File: src/rtl/pblaze_io_responder.sv
// Port-bus responder for the kcpsm6 core: GPIO pair, reloadable interval timer,
// 4-deep receive FIFO and a level interrupt held until the core acknowledges it.
module pblaze_io_responder #(
    parameter logic [7:0] BASE_ADDR = 8'h00,
    parameter int         TIMER_W   = 16
) (
    input  logic       clk,
    input  logic       rst,
    input  logic [7:0] port_id,
    input  logic [7:0] out_port,
    input  logic       write_strobe,
    input  logic       k_write_strobe,
    input  logic       read_strobe,
    output logic [7:0] in_port,
    output logic       interrupt,
    input  logic       interrupt_ack,
    input  logic [7:0] gpio_in,
    output logic [7:0] gpio_out,
    input  logic [7:0] rx_data,
    input  logic       rx_valid,
    output logic       rx_ready
);

    logic [7:0]         in_port_q, in_port_d;
    logic [7:0]         gpio_out_q, gpio_out_d;
    logic [7:0]         sync1_q, sync2_q;
    logic [TIMER_W-1:0] reload_q, reload_d;
    logic [TIMER_W-1:0] counter_q, counter_d;
    logic [2:0]         ctrl_q, ctrl_d;
    logic               timer_flag_q, timer_flag_d;
    logic               interrupt_q, interrupt_d;
    logic [7:0]         mem_q [4];
    logic [7:0]         mem_d [4];
    logic [1:0]         wr_ptr_q, wr_ptr_d;
    logic [1:0]         rd_ptr_q, rd_ptr_d;
    logic [2:0]         count_q, count_d;

    logic       sel, wr_en, fifo_empty, fifo_full, push, pop, flag_set, flag_clr, tmr_start;
    logic [3:0] addr;

    assign addr       = port_id[3:0];
    assign sel        = (port_id[7:4] == BASE_ADDR[7:4]);
    // OUTPUTK carries only a 4-bit port, so it skips the base match.
    assign wr_en      = (write_strobe & sel) | k_write_strobe;
    assign fifo_empty = (count_q == 3'd0);
    assign fifo_full  = (count_q == 3'd4);
    assign push       = rx_valid & ~fifo_full;
    assign pop        = read_strobe & sel & (addr == 4'h5) & ~fifo_empty;
    assign flag_clr   = wr_en & (addr == 4'h4) & out_port[0];
    assign tmr_start  = wr_en & (addr == 4'h3) & out_port[0] & ~ctrl_q[0];

    always_comb begin
        gpio_out_d = gpio_out_q;
        reload_d   = reload_q;
        ctrl_d     = ctrl_q;
        if (wr_en) begin
            case (addr)
                4'h0:    gpio_out_d = out_port;
                4'h1:    reload_d[7:0] = out_port;
                4'h2:    reload_d[15:8] = out_port;
                4'h3:    ctrl_d = out_port[2:0];
                default: ;
            endcase
        end
    end

    // A reload written mid-run is only picked up at the next wrap.
    always_comb begin
        counter_d    = counter_q;
        flag_set     = 1'b0;
        if (tmr_start) begin
            counter_d = reload_q;
        end else if (ctrl_q[0]) begin
            if (counter_q == '0) begin
                counter_d = reload_q;
                flag_set  = 1'b1;
            end else begin
                counter_d = counter_q - TIMER_W'(1);
            end
        end
        timer_flag_d = timer_flag_q;
        if (flag_set)
            timer_flag_d = 1'b1;
        else if (flag_clr)
            timer_flag_d = 1'b0;
    end

    always_comb begin
        mem_d    = mem_q;
        wr_ptr_d = wr_ptr_q;
        rd_ptr_d = rd_ptr_q;
        count_d  = count_q;
        if (push) begin
            mem_d[wr_ptr_q] = rx_data;
            wr_ptr_d        = wr_ptr_q + 2'd1;
        end
        if (pop)
            rd_ptr_d = rd_ptr_q + 2'd1;
        if (push && !pop)
            count_d = count_q + 3'd1;
        else if (pop && !push)
            count_d = count_q - 3'd1;
    end

    always_comb begin
        in_port_d = 8'h00;
        if (sel) begin
            case (addr)
                4'h0:    in_port_d = sync2_q;
                4'h1:    in_port_d = reload_q[7:0];
                4'h2:    in_port_d = reload_q[15:8];
                4'h3:    in_port_d = {5'b0, ctrl_q};
                4'h4:    in_port_d = {2'b0, count_q, fifo_full, ~fifo_empty, timer_flag_q};
                4'h5:    in_port_d = fifo_empty ? 8'h00 : mem_q[rd_ptr_q];
                default: in_port_d = 8'h00;
            endcase
        end
    end

    // Acknowledge beats a new request; the source must be cleared to stop re-raising.
    always_comb begin
        interrupt_d = interrupt_q;
        if (interrupt_q && interrupt_ack)
            interrupt_d = 1'b0;
        else if (!interrupt_q && ((timer_flag_q & ctrl_q[1]) | (~fifo_empty & ctrl_q[2])))
            interrupt_d = 1'b1;
    end

    always_ff @(posedge clk or negedge rst) begin
        if (!rst) begin
            in_port_q    <= 8'h00;
            gpio_out_q   <= 8'h00;
            sync1_q      <= 8'h00;
            sync2_q      <= 8'h00;
            reload_q     <= '1;
            counter_q    <= '1;
            ctrl_q       <= 3'b000;
            timer_flag_q <= 1'b0;
            interrupt_q  <= 1'b0;
            for (int i = 0; i < 4; i++) mem_q[i] <= 8'h00;
            wr_ptr_q     <= 2'd0;
            rd_ptr_q     <= 2'd0;
            count_q      <= 3'd0;
        end else begin
            in_port_q    <= in_port_d;
            gpio_out_q   <= gpio_out_d;
            sync1_q      <= gpio_in;
            sync2_q      <= sync1_q;
            reload_q     <= reload_d;
            counter_q    <= counter_d;
            ctrl_q       <= ctrl_d;
            timer_flag_q <= timer_flag_d;
            interrupt_q  <= interrupt_d;
            mem_q        <= mem_d;
            wr_ptr_q     <= wr_ptr_d;
            rd_ptr_q     <= rd_ptr_d;
            count_q      <= count_d;
        end
    end

    assign in_port   = in_port_q;
    assign gpio_out  = gpio_out_q;
    assign interrupt = interrupt_q;
    assign rx_ready  = ~fifo_full;

endmodule

File: config.mk
export PLATFORM = sky130hd
export DESIGN_NAME = pblaze_io_responder
export DESIGN_NICKNAME = d
export VERILOG_FILES = /design/src/rtl/pblaze_io_responder.sv
export SDC_FILE = /design/constraint.sdc
export NUM_CORES = 1
export LEC_CHECK = 0
export ABC_AREA = 1
export BUFFER_PORTS_ARGS = -buffer_cell sky130_fd_sc_hd__buf_2
export CAP_MARGIN = 20
export CORE_ASPECT_RATIO = 2
export CORE_MARGIN = 8
export CORE_UTILIZATION = 45
export DETAILED_ROUTE_END_ITERATION = 16
export GPL_TIMING_DRIVEN = 0
export PLACE_DENSITY = 0.68
export RECOVER_POWER = 50
export SETUP_SLACK_MARGIN = 0.05
export SYNTH_ARGS = -nofsm -noshare
export SYNTH_HDL_FRONTEND = slang
export SYNTH_SLANG_ARGS = --single-unit
File: constraint.sdc
create_clock -name clk -period 2.6 [get_ports clk]
set_input_delay 0.78 -clock clk [delete_from_list [all_inputs] [get_ports clk]]
set_output_delay 0.78 -clock clk [all_outputs]
set_load 0.05 [all_outputs]
* Word level (Yosys, flattened, before mapping)
Index checks and enable logic that the tools add are counted.
** Cells by class
- Add/sub/neg operators :: 5
- Order comparisons :: 3
- Equality and inequality tests :: 6
- Mux-type cells :: 21
- Bitwise logic cells :: 19
- Reduce and logical (&&, ||, !) cells :: 20
** Operators by type and width (number)
- 16-bit 2-to-1 mux :: 3
- 8-bit one-hot mux with 6 select lines :: 1
- 8-bit 2-to-1 mux :: 5
- 32-bit bitwise mux :: 1
- 8-bit binary-select mux with 2-bit select :: 1
- 8-bit demux with 2-bit select :: 1
- 16-bit logical NOT :: 1
- 16-bit by 1-bit subtractor with 16-bit output (second input constant) :: 1
- 1-bit AND :: 12
- 4-bit by 2-bit equality test with 1-bit output (second input constant) :: 2
- 4-bit by 3-bit equality test with 1-bit output (second input constant) :: 2
- 4-bit logical NOT :: 2
- 2-bit AND reduction :: 4
- 2-bit nonzero test :: 4
- 1-bit 2-to-1 mux :: 7
- 3-bit greater-or-equal comparator (second input constant) :: 2
- 3-bit 2-to-1 mux :: 2
- 2-bit NOT with 3-bit output :: 2
- 1-bit logical AND :: 5
- 2-bit by 1-bit adder with 2-bit output (second input constant) :: 2
- 4-bit by 1-bit equality test with 1-bit output (second input constant) :: 1
- 3-bit by 1-bit adder with 3-bit output (second input constant) :: 1
- 3-bit equality test (second input constant) :: 1
- 1-bit logical NOT :: 3
- 5 further kinds :: 8
** Word-level totals
- Bits in registers :: 108
- Input bits :: 39
- Output and inout port bits :: 18
- Word-level logic and storage cells :: 91

* Depth between registers and ports, before layout
Gate-level depths: netlist of run 1.
- Word-level depth :: 8
- Gate-level depth with buffers :: 11
- Depth with buffers taken out :: 11

* Worst setup path after synthesis of run 1
OpenSTA, ideal clock, no wires.
- Path kind :: input-to-reg
- Start :: input port_id[3]
- End :: register count_q[1]
- Library setup time :: 0.125 ns
- Data arrival time :: 2.308 ns
- Required time :: 2.475 ns
- Slack :: 0.167 ns
- Cell stages on the path :: 8
- Buffers on the path :: 0
- Cell sequence :: inv_1 nand3_2 nor3_4 nand3_2 ha_1 inv_1 fa_1 mux2_2
** Between the ends
- Cells in the longest elaborated chain, start to end :: 6
- Elaborated cells between the ends (all ways) :: 8
- Classes of those cells :: 1 x eq/ne; 1 x mux; 2 x bitwise; 4 x reduce/logical
** RTL lines
- from (decl) :: RTL line 9 : input logic [7:0] port_id,
- 4-bit by 3-bit equality test with 1-bit output :: RTL line 48 : assign pop = read_strobe & sel & (addr == 4'h5) & ~fifo_empty;
- 1-bit AND (2 in a row) :: RTL line 48
- 1-bit logical NOT :: RTL line 99 : if (push && !pop)
- 1-bit logical AND :: RTL line 99
- 3-bit 2-to-1 mux :: RTL line 99
- via count_d[1] :: RTL line 36 : logic [2:0] count_q, count_d;
- to (signal assigned) :: RTL line 157 : count_q <= count_d;
- to (decl) :: RTL line 36
The timed path passes the listed nets, and every way through them passes these cells.
A chain may end at the register's enable or synchronous reset.

* Worst setup path in the final report of run 1
- Start :: input port_id[1]
- End :: register count_q[1]
Same word-level chain as after synthesis.

==> run metrics, run 1 <==
RR Endpoint count_q[2]$_DFFE_PN0P_; largest family of logic cells by synthesized area simple AND/OR/NAND/NOR gates; yosys warns 0; die footprint 15600 µm²; cell breakdown of the critical path buf_2 > inv_1 > nand3_2 > nor3_4 > nand3_2 > ha_1 > inv_1 > fa_1 > mux2_2; Rows 56; Tmin final 2410 ps; most frequent cells in the layout nand2_1 (196), o21ai_0 (76), dfrtp_1 (76); grt total ovfl 0; Sw Ratio 38.6%; final period utilization 92.9%; fraction of layout cells with a size suffix above 1 19.2%; Req. time, crit path 2840 ps; FF-to-FF path depth 9; main area contributors after synthesis dfrtp_1 (36%), dfstp_2 (16%), nand2_1 (14%); Synth Area in Compound Gates 10.3%; commonest non-fill, non-tap cell in the layout nand2_1; Setup TNS 0 ps; Reg clk slew, reported paths 70 ps; synthesized area per cell 8.24 µm²; Die Height 169 µm; Global Route met2 Usage 25.5%; Peak VDD IR 473 µV; Hold Path Class flip-flop to flip-flop; Setup CP Type input port to flip-flop; flops & latches, synth 108; vias in the first global route 4312; CTS Buf Count 9; maxcap violations 0; Tot Pwr 5.97 mW; Seq/Total Area, Yosys 52.2%; # nets final 752; IO Count 57; H-tree depth 3; cell area after synthesis 5250 µm²; fin util 51.9%; Filler cells 1087; GP Congestion 0.869; worst rel slew slack 27.7%; Core ar. 11600 µm²; area grow syn2layout 14.2%; Least-Margin Pin Slew 1080 ps; Resize count post-CTS 0; post-CTS setup buffers 0; final non-filler cell total 855; post-DP HPWL 9.39 mm; met3 Resource Use GR 3.50%; Max Clock Freq 414 MHz; Synth Area in XOR/XNOR 1.67%; CTS tree built; Switch Pwr 2.31 mW; dpl cells 839; Synth Instances 637; initial antenna violation count 0; Final Hold Violating Endpoints 0; Netlist cell types 38; met1 Track Usage GR 23.5%; Internal Power 3.66 mW; CTS sink count 108; status finished clean; DR vias 4434; syn nets 684; Post-Synth Simple-Gate Area 26.8%; share of the synthesized area in the top cell type 36.2%; Hold Startpoint sync1_q[5]$_DFF_PN0_; dpl ws -176 ps; first-pass detailed-route iteration total 5; Crit path largest cell delay 430 ps; GR Util All Layers 17.2%; Worst Path Buf+Inv 3; first-pass GRT wire length 21.4 mm; clock share of power 21.6%; CP top delay family simple AND/OR/NAND/NOR gates; # hold bufs at CTS 0; kind of start point of the critical path input port; leakage 2.95 nW; DRC 0; post-route clock skew 13.6 ps; Die Wd 92.4 µm; sequential share of power 45.0%; Ant. Diodes 0; arrival time worst endpoint 2650 ps; RSZ-0062 raised after global routing no; CP Capture Type flip-flop; DRT Wirelength 12.8 mm; Slew Viols, Final 0; # port buffers 56; Logic pwr share 33.3%; Initial DRC Count 352; CTS root buf clkbuf_16; Final WS setup 185 ps; Clock Latency Late Sink 350 ps; WL/cell 14.9 µm; mux cell area share after synthesis 0.214%; Bufs on Longest Clock Path 2; busiest layer in global routing met2; Hold Path Cell Cnt 0; Post-Synth Adder-Cell Area 2.05%; via/cell ratio 5.19; final setup vio count 0; Pwr Density 996 nW/µm²; largest net degree at the start of global routing 64; crit-path max FO 8; initial core utilization 45.4%; WHS Endpoint sync2_q[5]$_DFF_PN0_; RR Startpoint count_q[1]$_DFFE_PN0P_; Slowest-stage cell, CP fa_1; largest area contributor in the netlist dfrtp_1; R2R Setup Slk 290 ps; post-route ant nets 0
[layout make-up]
cell class / count / area, µm² / share of cell area, %
Timing Repair Buffer: 57 / 288 / 4.80
Clock inverter: 6 / 47.5 / 0.793
Multi-Input combinational cell: 445 / 2160 / 36.0
Buffer: 16 / 91.3 / 1.52
Clock buffer: 10 / 229 / 3.82
Inverter: 68 / 258 / 4.30
Tap cell: 145 / 181 / 3.03
Sequential cell: 108 / 2740 / 45.7
[power groups by stage]
| stage | logic [mW] | clock network, mW | registers [mW] |
|---|---|---|---|
| after floorplan | 1.39 | 0 | 2.72 |
| after global placement | 1.92 | 0 | 2.69 |
| after detailed placement | 1.98 | 0 | 2.71 |
| after CTS | 1.99 | 1.32 | 2.68 |
| after global routing | 2.27 | 1.38 | 2.76 |
| final | 1.99 | 1.29 | 2.69 |
[cells in the mapped netlist]
cell / count
nand3_1: 41
a21oi_1: 8
nor2_1: 57
nor2_4: 1
nand3b_1: 2
o22ai_1: 5
nand3_2: 2
nand2_2: 3
nand4_1: 8
nand2_8: 1
dfrtp_1: 76
o211ai_1: 2
nand2_4: 1
dfstp_2: 32
clkbuf_1: 3
inv_1: 64
nor4_1: 1
ha_1: 7
a41oi_1: 2
nand4_4: 1
a31oi_1: 1
or2_2: 2
nor2_8: 1
nor3_1: 3
nor3_4: 2
mux2_2: 1
xnor2_1: 3
o21ai_0: 76
fa_1: 1
xor2_1: 7
buf_4: 1
inv_4: 1
o21ai_1: 9
nand2_1: 196
buf_2: 10
inv_2: 3
a22oi_1: 1
buf_6: 2
[registers in the layout (all words and copies together), names as in the netlist]
| register | count |
|---|---|
| wr_ptr_q | 2 |
| timer_flag_q | 1 |
| rd_ptr_q | 2 |
| sync1_q | 8 |
| in_port | 8 |
| gpio_out | 8 |
| count_q | 3 |
| sync2_q | 8 |
| counter_q | 16 |
| interrupt | 1 |
| mem_q | 32 |
| ctrl_q | 3 |
| reload_q | 16 |
[cells by family (layout without fill, tap and decap cells)]
kind of cell,after synthesis,count (layout)
adders and majority gates,8,8
muxes,1,1
xor gates and xnor gates,10,10
AOI/OAI and AO/OA,104,104
DFF,108,108
buffers and inverters,84,157
and+or+nand+nor,322,322
[worst max-delay path by stage]
| stage | slack (ps) | cells after the start | to | from |
|---|---|---|---|---|
| after floorplan | 170 | 8 | count_q[1]$_DFFE_PN0P_ | port_id[3] |
| after global placement | -450 | 1 | gpio_out[5]$_DFFE_PN0P_ | rst |
| after detailed placement | -180 | 9 | count_q[1]$_DFFE_PN0P_ | port_id[1] |
| after CTS | 200 | 9 | count_q[1]$_DFFE_PN0P_ | port_id[1] |
| after global routing | 70 | 9 | count_q[1]$_DFFE_PN0P_ | port_id[1] |
| final | 190 | 9 | count_q[1]$_DFFE_PN0P_ | port_id[1] |
[per-stage QoR]
step                      hold slack [ps]  cell area [µm²]
after floorplan                       331             5250
after global placement                335             5710
after detailed placement              335             5740
after CTS                             351             6020
after global routing                  357             6000
final                                 349             6000
[metal layers]
metal  share of wire, %  wire length, µm
met5                  0                0
met4                2.8              352
met3                5.8              740
met2                 45             5700
met1                 47             5960
Note: power is estimated with default switching activity, not from simulation.
==> inputs of run 2 (changes only) <==
Settings changed: CORE_ASPECT_RATIO 2 to not set.
==> run metrics, run 2 (synthesis results as in run 1) <==
status finished clean; DRT Wirelength 13.3 mm; Setup CP Type input port to flip-flop; initial antenna violation count 0; post-DP HPWL 9.84 mm; Resize count post-CTS 0; Internal Power 3.70 mW; commonest non-fill, non-tap cell in the layout nand2_1; kind of start point of the critical path input port; H-tree depth 3; final period utilization 89.9%; via/cell ratio 5.21; Tmin final 2340 ps; initial core utilization 46.0%; Sw Ratio 38.6%; first-pass detailed-route iteration total 5; Die Height 124 µm; fraction of layout cells with a size suffix above 1 19.4%; final setup vio count 0; Hold Path Class flip-flop to flip-flop; vias in the first global route 4293; CTS Buf Count 9; Clock Latency Late Sink 360 ps; Slew Viols, Final 0; post-route ant nets 0; crit-path max FO 5; Final Hold Violating Endpoints 0; Filler cells 1093; Tot Pwr 6.03 mW; Least-Margin Pin Slew 965 ps; DRC 0; Setup TNS 0 ps; die footprint 15400 µm²; post-route clock skew 9.37 ps; Initial DRC Count 291; Pwr Density 1000 nW/µm²; GR Util All Layers 18.5%; leakage 2.96 nW; worst rel slew slack 35.7%; Req. time, crit path 2840 ps; arrival time worst endpoint 2580 ps; Most flops, register mem_q; grt total ovfl 0; first-pass GRT wire length 22.0 mm; CTS root buf clkbuf_16; Max Clock Freq 428 MHz; most frequent cells in the layout nand2_1 (196), o21ai_0 (76), dfrtp_1 (76); CTS sink count 108; Die Wd 124 µm; Ant. Diodes 0; Bufs on Longest Clock Path 2; Switch Pwr 2.33 mW; largest net degree at the start of global routing 74; clock share of power 22.5%; DR vias 4449; # nets final 753; fin util 52.7%; Rows 39; area grow syn2layout 14.6%; Core ar. 11400 µm²; Logic pwr share 33.2%; Peak VDD IR 539 µV; dpl cells 837; biggest regs mem_q: 32 flops, counter_q: 16 flops, reload_q: 16 flops; maxcap violations 0; GP Congestion 0.914; CTS tree built; # port buffers 56; sequential share of power 44.4%; CP Capture Type flip-flop; WL/cell 15.6 µm; RSZ-0062 raised after global routing no; Reg clk slew, reported paths 70 ps; final non-filler cell total 854; IO Count 57; max reg flops 32
-- run 2: power groups by stage --
stage	Sequential [mW]	Combinational [mW]	Clock (mW)
global placement	2.68	1.93	0
floorplan	2.72	1.39	0
CTS	2.67	2.01	1.38
global route	2.75	2.29	1.46
detailed placement	2.69	2.00	0
finish	2.68	2.00	1.35
-- run 2: layer usage --
| metal | global-route usage, % | up-vias | wire length, µm |
|---|---|---|---|
| li1 | - | 2191 | - |
| met2 | 28.2 | 145 | 6040 |
| met1 | 25.6 | 2089 | 6130 |
| met5 | 0 | - | 0 |
| met3 | 3.08 | 24 | 838 |
| met4 | 8.03 | 0 | 316 |
-- run 2: what timing repair did --
action / in CTS / in global routing
endpoints found under the setup margin: 0 / 1
hold buffers: 0 / 0
buffers inserted: 0 / 1
-- run 2: area by class of cell --
cell class / instances / area, µm² / area share [%]
Clock buffer: 10 / 239 / 3.97
Inverter: 68 / 258 / 4.29
Buffer: 16 / 91.3 / 1.52
Tap cell: 143 / 179 / 2.97
Clock inverter: 6 / 51.3 / 0.853
Timing Repair Buffer: 58 / 295 / 4.91
Sequential cell: 108 / 2740 / 45.6
Multi-Input combinational cell: 445 / 2160 / 35.9
-- run 2: worst paths after layout --
check,slack [ps],endpoint,from,cells after the start
hold / removal,350,sync2_q[7]$_DFF_PN0_,sync1_q[7]$_DFF_PN0_,0
max in group asynchronous,480,ctrl_q[1]$_DFFE_PN0N_,rst,2
setup / recovery,260,count_q[1]$_DFFE_PN0P_,port_id[1],9
hold reg to reg,350,sync2_q[7]$_DFF_PN0_,sync1_q[7]$_DFF_PN0_,0
setup reg to reg,320,count_q[2]$_DFFE_PN0P_,count_q[1]$_DFFE_PN0P_,9
min in group asynchronous,550,mem_q[4]$_DFFE_PN0P_,rst,1
-- run 2: through the flow --
| step | hold slack [ps] | cell area, µm² | setup slack, ps |
|---|---|---|---|
| 3_3_place_gp | 333 | 5710 | -434 |
| 3_5_place_dp | 336 | 5740 | -156 |
| 4_1_cts | 353 | 6030 | 204 |
| 5_1_grt | 363 | 6010 | 110 |
| 2_1_floorplan | 331 | 5250 | 167 |
| 6_report | 350 | 6010 | 264 |
-- run 2: critical path, stage by stage --
cell and delay, ps:
buf_2 150, inv_1 90, nand3_2 120, nor3_4 290, nand3_2 150, ha_1 210, inv_1 100, fa_1 420
mux2_2 270
